$ cat src/rtl/vit_frame_sequencer.sv
// Frame-level controller in front of a (2,1,3) Viterbi core: clears the core, streams
// FRAME_LEN symbols plus a zero tail, collects the decoded bits and reports frame status.
module vit_frame_sequencer #(
  parameter int N         = 2,
  parameter int FRAME_LEN = 64,
  parameter int TAIL      = 2,
  parameter int CLR_CYC   = 2,
  parameter int TMO       = 64
) (
  input  logic         clock,
  input  logic         reset,
  input  logic         start,
  output logic         busy,
  input  logic [N-1:0] in_sym,
  input  logic         in_valid,
  output logic         in_ready,
  output logic [N-1:0] core_rx,
  output logic         core_reset,
  input  logic         core_dx,
  input  logic         core_dx_oe,
  input  logic         core_error,
  output logic         out_bit,
  output logic         out_valid,
  output logic         out_last,
  output logic         frame_done,
  output logic         frame_err,
  output logic [1:0]   err_code
);

  localparam int SymW  = ($clog2(FRAME_LEN + 1) > 0) ? $clog2(FRAME_LEN + 1) : 1;
  localparam int TailW = ($clog2(TAIL + 1) > 0) ? $clog2(TAIL + 1) : 1;
  localparam int ClrW  = ($clog2(CLR_CYC + 1) > 0) ? $clog2(CLR_CYC + 1) : 1;
  localparam int TmoW  = ($clog2(TMO + 1) > 0) ? $clog2(TMO + 1) : 1;

  typedef enum logic [2:0] {
    S_IDLE, S_CLEAR, S_LOAD, S_TAIL, S_DRAIN, S_DONE
  } state_e;

  state_e state_q, state_d;

  logic [ClrW-1:0]  clrCnt_q, clrCnt_d;
  logic [SymW-1:0]  symCnt_q, symCnt_d;
  logic [TailW-1:0] tailCnt_q, tailCnt_d;
  logic [TmoW-1:0]  tmoCnt_q, tmoCnt_d;
  logic [SymW-1:0]  outCnt_q, outCnt_d;
  logic             coreErr_q, coreErr_d;
  logic [N-1:0]     coreRx_q, coreRx_d;
  logic             coreReset_q, coreReset_d;
  logic             outBit_q, outBit_d;
  logic             outValid_q, outValid_d;
  logic             outLast_q, outLast_d;
  logic             frameErr_q, frameErr_d;
  logic [1:0]       errCode_q, errCode_d;

  logic collecting, accept, underrun, symDone, clrDone, tailDone, timeout;
  logic emitBit, lastBit;

  // The core cannot be stalled, so a missing symbol during LOAD aborts the frame.
  assign collecting = (state_q == S_LOAD) || (state_q == S_TAIL) || (state_q == S_DRAIN);
  assign accept     = (state_q == S_LOAD) && in_valid;
  assign underrun   = (state_q == S_LOAD) && !in_valid;
  assign symDone    = accept && (symCnt_q == SymW'(FRAME_LEN - 1));
  assign clrDone    = (state_q == S_CLEAR) && (clrCnt_q == ClrW'(CLR_CYC - 1));
  assign tailDone   = (state_q == S_TAIL) && (tailCnt_q == TailW'(TAIL - 1));
  assign timeout    = (state_q == S_DRAIN) && (tmoCnt_q == TmoW'(TMO - 1));
  assign emitBit    = collecting && core_dx_oe && (outCnt_q < SymW'(FRAME_LEN));
  assign lastBit    = emitBit && (outCnt_q == SymW'(FRAME_LEN - 1));

  always_ff @(posedge clock) begin
    if (!reset) state_q <= S_IDLE;
    else        state_q <= state_d;
  end

  // A completed frame wins over an underrun or timeout landing on the same edge.
  always_comb begin
    state_d = state_q;
    unique case (state_q)
      S_IDLE:  if (start) state_d = S_CLEAR;
      S_CLEAR: if (clrDone) state_d = S_LOAD;
      S_LOAD: begin
        if (lastBit || underrun) state_d = S_DONE;
        else if (symDone)        state_d = (TAIL > 0) ? S_TAIL : S_DRAIN;
      end
      S_TAIL: begin
        if (lastBit)       state_d = S_DONE;
        else if (tailDone) state_d = S_DRAIN;
      end
      S_DRAIN: if (lastBit || timeout) state_d = S_DONE;
      S_DONE:  state_d = S_IDLE;
      default: state_d = S_IDLE;
    endcase
  end

  always_comb begin
    busy        = (state_q != S_IDLE);
    in_ready    = (state_q == S_LOAD);
    frame_done  = (state_q == S_DONE);
    coreRx_d    = accept ? in_sym : '0;
    coreReset_d = collecting || clrDone;
    outValid_d  = emitBit;
    outBit_d    = emitBit && core_dx;
    outLast_d   = lastBit;
    errCode_d   = errCode_q;
    frameErr_d  = frameErr_q;
    if (lastBit) begin
      errCode_d  = (coreErr_q || core_error) ? 2'd3 : 2'd0;
      frameErr_d = coreErr_q || core_error;
    end else if (underrun) begin
      errCode_d  = 2'd1;
      frameErr_d = 1'b1;
    end else if (timeout) begin
      errCode_d  = 2'd2;
      frameErr_d = 1'b1;
    end
  end

  // Every counter is zero outside its own state, so each starts clean on entry.
  always_comb begin
    clrCnt_d  = (state_q == S_CLEAR) ? clrCnt_q + 1'b1 : '0;
    symCnt_d  = (state_q == S_LOAD)  ? symCnt_q + SymW'(accept) : '0;
    tailCnt_d = (state_q == S_TAIL)  ? tailCnt_q + 1'b1 : '0;
    tmoCnt_d  = (state_q == S_DRAIN) ? tmoCnt_q + 1'b1 : '0;
    outCnt_d  = collecting ? outCnt_q + SymW'(emitBit) : '0;
    coreErr_d = collecting && (coreErr_q || core_error);
  end

  always_ff @(posedge clock) begin
    if (!reset) begin
      clrCnt_q    <= '0;
      symCnt_q    <= '0;
      tailCnt_q   <= '0;
      tmoCnt_q    <= '0;
      outCnt_q    <= '0;
      coreErr_q   <= 1'b0;
      coreRx_q    <= '0;
      coreReset_q <= 1'b0;
      outBit_q    <= 1'b0;
      outValid_q  <= 1'b0;
      outLast_q   <= 1'b0;
      frameErr_q  <= 1'b0;
      errCode_q   <= 2'd0;
    end else begin
      clrCnt_q    <= clrCnt_d;
      symCnt_q    <= symCnt_d;
      tailCnt_q   <= tailCnt_d;
      tmoCnt_q    <= tmoCnt_d;
      outCnt_q    <= outCnt_d;
      coreErr_q   <= coreErr_d;
      coreRx_q    <= coreRx_d;
      coreReset_q <= coreReset_d;
      outBit_q    <= outBit_d;
      outValid_q  <= outValid_d;
      outLast_q   <= outLast_d;
      frameErr_q  <= frameErr_d;
      errCode_q   <= errCode_d;
    end
  end

  assign core_rx    = coreRx_q;
  assign core_reset = coreReset_q;
  assign out_bit    = outBit_q;
  assign out_valid  = outValid_q;
  assign out_last   = outLast_q;
  assign frame_err  = frameErr_q;
  assign err_code   = errCode_q;

endmodule

$ cat config.mk
export PLATFORM = sky130hd
export DESIGN_NAME = vit_frame_sequencer
export DESIGN_NICKNAME = d
export VERILOG_FILES = /design/src/rtl/vit_frame_sequencer.sv
export SDC_FILE = /design/constraint.sdc
export NUM_CORES = 1
export LEC_CHECK = 0
export CORE_ASPECT_RATIO = 1.1
export CORE_UTILIZATION = 53
export DETAILED_ROUTE_END_ITERATION = 6
export PLACE_DENSITY = 0.77
export RECOVER_POWER = 25
export SKIP_LAST_GASP = 1
export SLEW_MARGIN = 20
export SYNTH_ARGS = -nofsm -noshare
export SYNTH_HDL_FRONTEND = slang
export SYNTH_SLANG_ARGS = --single-unit
$ cat constraint.sdc
create_clock -name clock -period 2.8 [get_ports clock]
set_input_delay 0.84 -clock clock [delete_from_list [all_inputs] [get_ports clock]]
set_output_delay 0.84 -clock clock [all_outputs]
set_load 0.005 [all_outputs]
==> flow_summary.ini <==
[clock_network]
htreeDepth = 2
cts_tree = done
clock_sinks = 38
cts_buffers = 5
clock_path_buffers = 2
clk_latency_ps = 340
cts.repair.resized = 0
path_clk_slew_ps = 110
cts_setup_buffers = 0
root_buffer = clkbuf_4
cts_hold_buf = 0

[placed_design]
place_ws_ps = 52.3
dp_cells = 224
dpl_cell_area_um2 = 1850
gp_congestion = 0.936
place_hpwl_um = 2490
portBuffers = 20

[route]
drt_wl_total_um = 3300
initialDrtViolationCount = 42
antenna_left = 0
dr.pass1.iters = 4
vias_per_cell = 5.62
vias = 1303
route.detailed.drc = 0
wl_per_cell_um = 14.2

[finish]
area_growth_pct = 20.0
antennaDiodeCount = 0
drive_above_1_share_pct = 7.54
fin_cells = 232
final_nets = 214
num-fill-cells = 217
fin_area_um2 = 1920

[global_routing]
grt_pass1_vias = 1234
grt_antenna_before_repair = 0
grt.overflow.total = 0
grt_max_degree = 15
grt_usage_pct = 23.2
grt_pass1_wl_um = 5250

[min_path]
holdPathEnd = clrCnt_q[0]
hold_path_class = reg2reg
hold_path.startpoint = clrCnt_q[0]
holdPathStages = 1

[floorplan]
num_io_pins = 21
fp.dieArea_um2 = 3250
num_rows = 20
fp.dieH_um = 59.7
core_um2 = 2830
die-width_um = 54.5
start_util_pct = 56.7

[timing]
finalHoldViolCount = 0
slew_headroom_pct = 66.8
worstMarginPinSlew_ps = 497
fmax_mhz = 373
slew_violations = 0
period_share_pct = 95.7
setup-violations-final = 0
setup_tns_ps = 0
fin_ws_ps = 120
min_period_ps = 2680
rsz0062_at_grt = no
clock_skew_ps = 9.83

[pwr]
leakagePower_nw = 0.738
powerDensity_nw_per_um2 = 644
max-vdd-ir-drop_mv = 0.435

[setup_path]
crit_slowest_cell = dfxtp_1
r2r_end = state_q[0]
crit_path_end_kind = output pin
slowest_delay_ps = 610
path_delay_family = flip-flops
crit_required_ps = 1960
crit_fanout = 14
arrival_ps = 1840
rrSetupSlack_ps = 460
cp_num_buf_inv = 1
startpoint_type = flop
cp_cell_sequence = nor3b_1 > clkdlybuf4s50_1
rr_startpoint = state_q[2]
worst_r2r_path_depth = 5
critical_path_class = reg2out

[synth]
ys_warn_count = 0
syn_avg_cell_area_um2 = 9.27
syn_area_um2 = 1600
syn_inst = 173
synth.lib_cells_used.distinct = 33
synth-seq-area-share_pct = 47.4
syn_nets = 189
ys_ff_latch = 38

[run]
drv_cap = 0

[outcome]
status = completed
[metrics by stage]
stage	utilization [%]	hold slack [ps]	total power, mW
after floorplan	-	405	0.794
after global placement	65.4	417	0.887
after detailed placement	65.4	422	0.905
after CTS	68.2	438	1.25
after global routing	68.1	462	1.30
final	68.1	438	1.24
[state kept, by name, summed over array words and instances (netlist names), 2 cells and up]
signal	flops
clrCnt_q	2
core_rx	2
err_code	2
outCnt_q	7
state_q	3
symCnt_q	7
tailCnt_q	2
tmoCnt_q	7
[cells by family (layout without fill, tap and decap cells)]
family	after synthesis	in the layout	synth area share [%]
and+or+nand+nor	81	81	24.3
DFF	38	38	47.4
AOI/OAI and AO/OA	16	16	9.28
xor gates and xnor gates	14	14	7.64
buffers and inverters	12	38	2.81
adders and majority gates	7	7	5.46
muxes	5	5	3.12
[worst max-delay path by stage]
| stage | startpoint | endpoint | slack [ps] | cells after the start |
|---|---|---|---|---|
| 6_report | state_q[1] | in_ready | 120 | 2 |
| 5_1_grt | state_q[1] | in_ready | 40 | 2 |
| 4_1_cts | state_q[1] | in_ready | 90 | 2 |
| 3_5_place_dp | core_dx_oe | state_q[0] | 50 | 6 |
| 3_3_place_gp | core_dx_oe | state_q[0] | 170 | 6 |
| 2_1_floorplan | core_dx_oe | state_q[0] | 650 | 5 |
[cell usage after synthesis]
cell type | instances | area [µm²]
dfxtp_1 | 38 | 761
nor2_1 | 28 | 105
nand2_1 | 17 | 63.8
and3_1 | 8 | 50.1
xor2_1 | 8 | 70.1
ha_1 | 7 | 87.6
inv_1 | 6 | 22.5
nand3_1 | 6 | 30.0
nor3_1 | 6 | 30.0
xnor2_1 | 6 | 52.6
clkbuf_1 | 5 | 18.8
mux2i_1 | 5 | 50.1
nand4_1 | 4 | 25.0
a21oi_1 | 3 | 15.0
nand2b_1 | 3 | 18.8
nor4_1 | 3 | 18.8
and2_1 | 2 | 12.5
o21ai_0 | 2 | 10.0
o32ai_1 | 2 | 17.5
a2111oi_4 | 1 | 27.5
a211o_1 | 1 | 8.76
a211oi_1 | 1 | 7.51
a211oi_4 | 1 | 20.0
a221o_1 | 1 | 10.0
a221oi_1 | 1 | 8.76
a31oi_1 | 1 | 6.26
a41o_1 | 1 | 10.0
inv_2 | 1 | 3.75
nor3_2 | 1 | 10.0
nor3b_1 | 1 | 7.51
o21a_1 | 1 | 7.51
or3_1 | 1 | 6.26
or3b_4 | 1 | 11.3
[routing by layer]
metal	GRT usage (%)	vias up	share of wire, %
met5	0	-	0
met4	10.6	0	2.0
met3	7.63	10	4.6
met2	38.2	38	49
met1	26.6	609	45
li1	-	646	-
[cell type report]
class | instances | area [µm²] | area share, %
Timing Repair Buffer | 23 | 219 | 11.4
Multi-Input combinational cell | 123 | 798 | 41.5
Inverter | 7 | 26.3 | 1.37
Sequential cell | 38 | 761 | 39.5
Clock buffer | 8 | 78.8 | 4.10
Tap cell | 33 | 41.3 | 2.15
[where the power goes]
group | total (mW) | leakage [nW] | switching [mW] | internal (mW)
clock | 0.347 | 0.0446 | 0.175 | 0.172
combinational | 0.271 | 0.387 | 0.134 | 0.137
sequential | 0.621 | 0.307 | 0.0482 | 0.573
total | 1.24 | 0.738 | 0.357 | 0.882
[worst reg2reg max path: cells and delay by family (launching register included)]
kind	cells	cell delay (ps)
DFF	1	580
buffers and inverters	1	130
and+or+nand+nor	1	470
muxes	1	230
AOI/OAI and AO/OA	2	880
[placed cells by master, fill, tap and decap left out, types with 2 or more instances in the layout]
master,n
xor2_1,8
dfxtp_1,38
inv_1,6
nor4_1,3
nor2_1,28
o32ai_1,2
nor3_1,6
clkbuf_4,5
nand4_1,4
clkdlybuf4s50_1,19
xnor2_1,6
nand2_1,17
and2_1,2
clkbuf_8,3
o21ai_0,2
nand3_1,6
buf_4,2
mux2i_1,5
and3_1,8
ha_1,7
a21oi_1,3
nand2b_1,3
(Power assumes the default switching activity.)
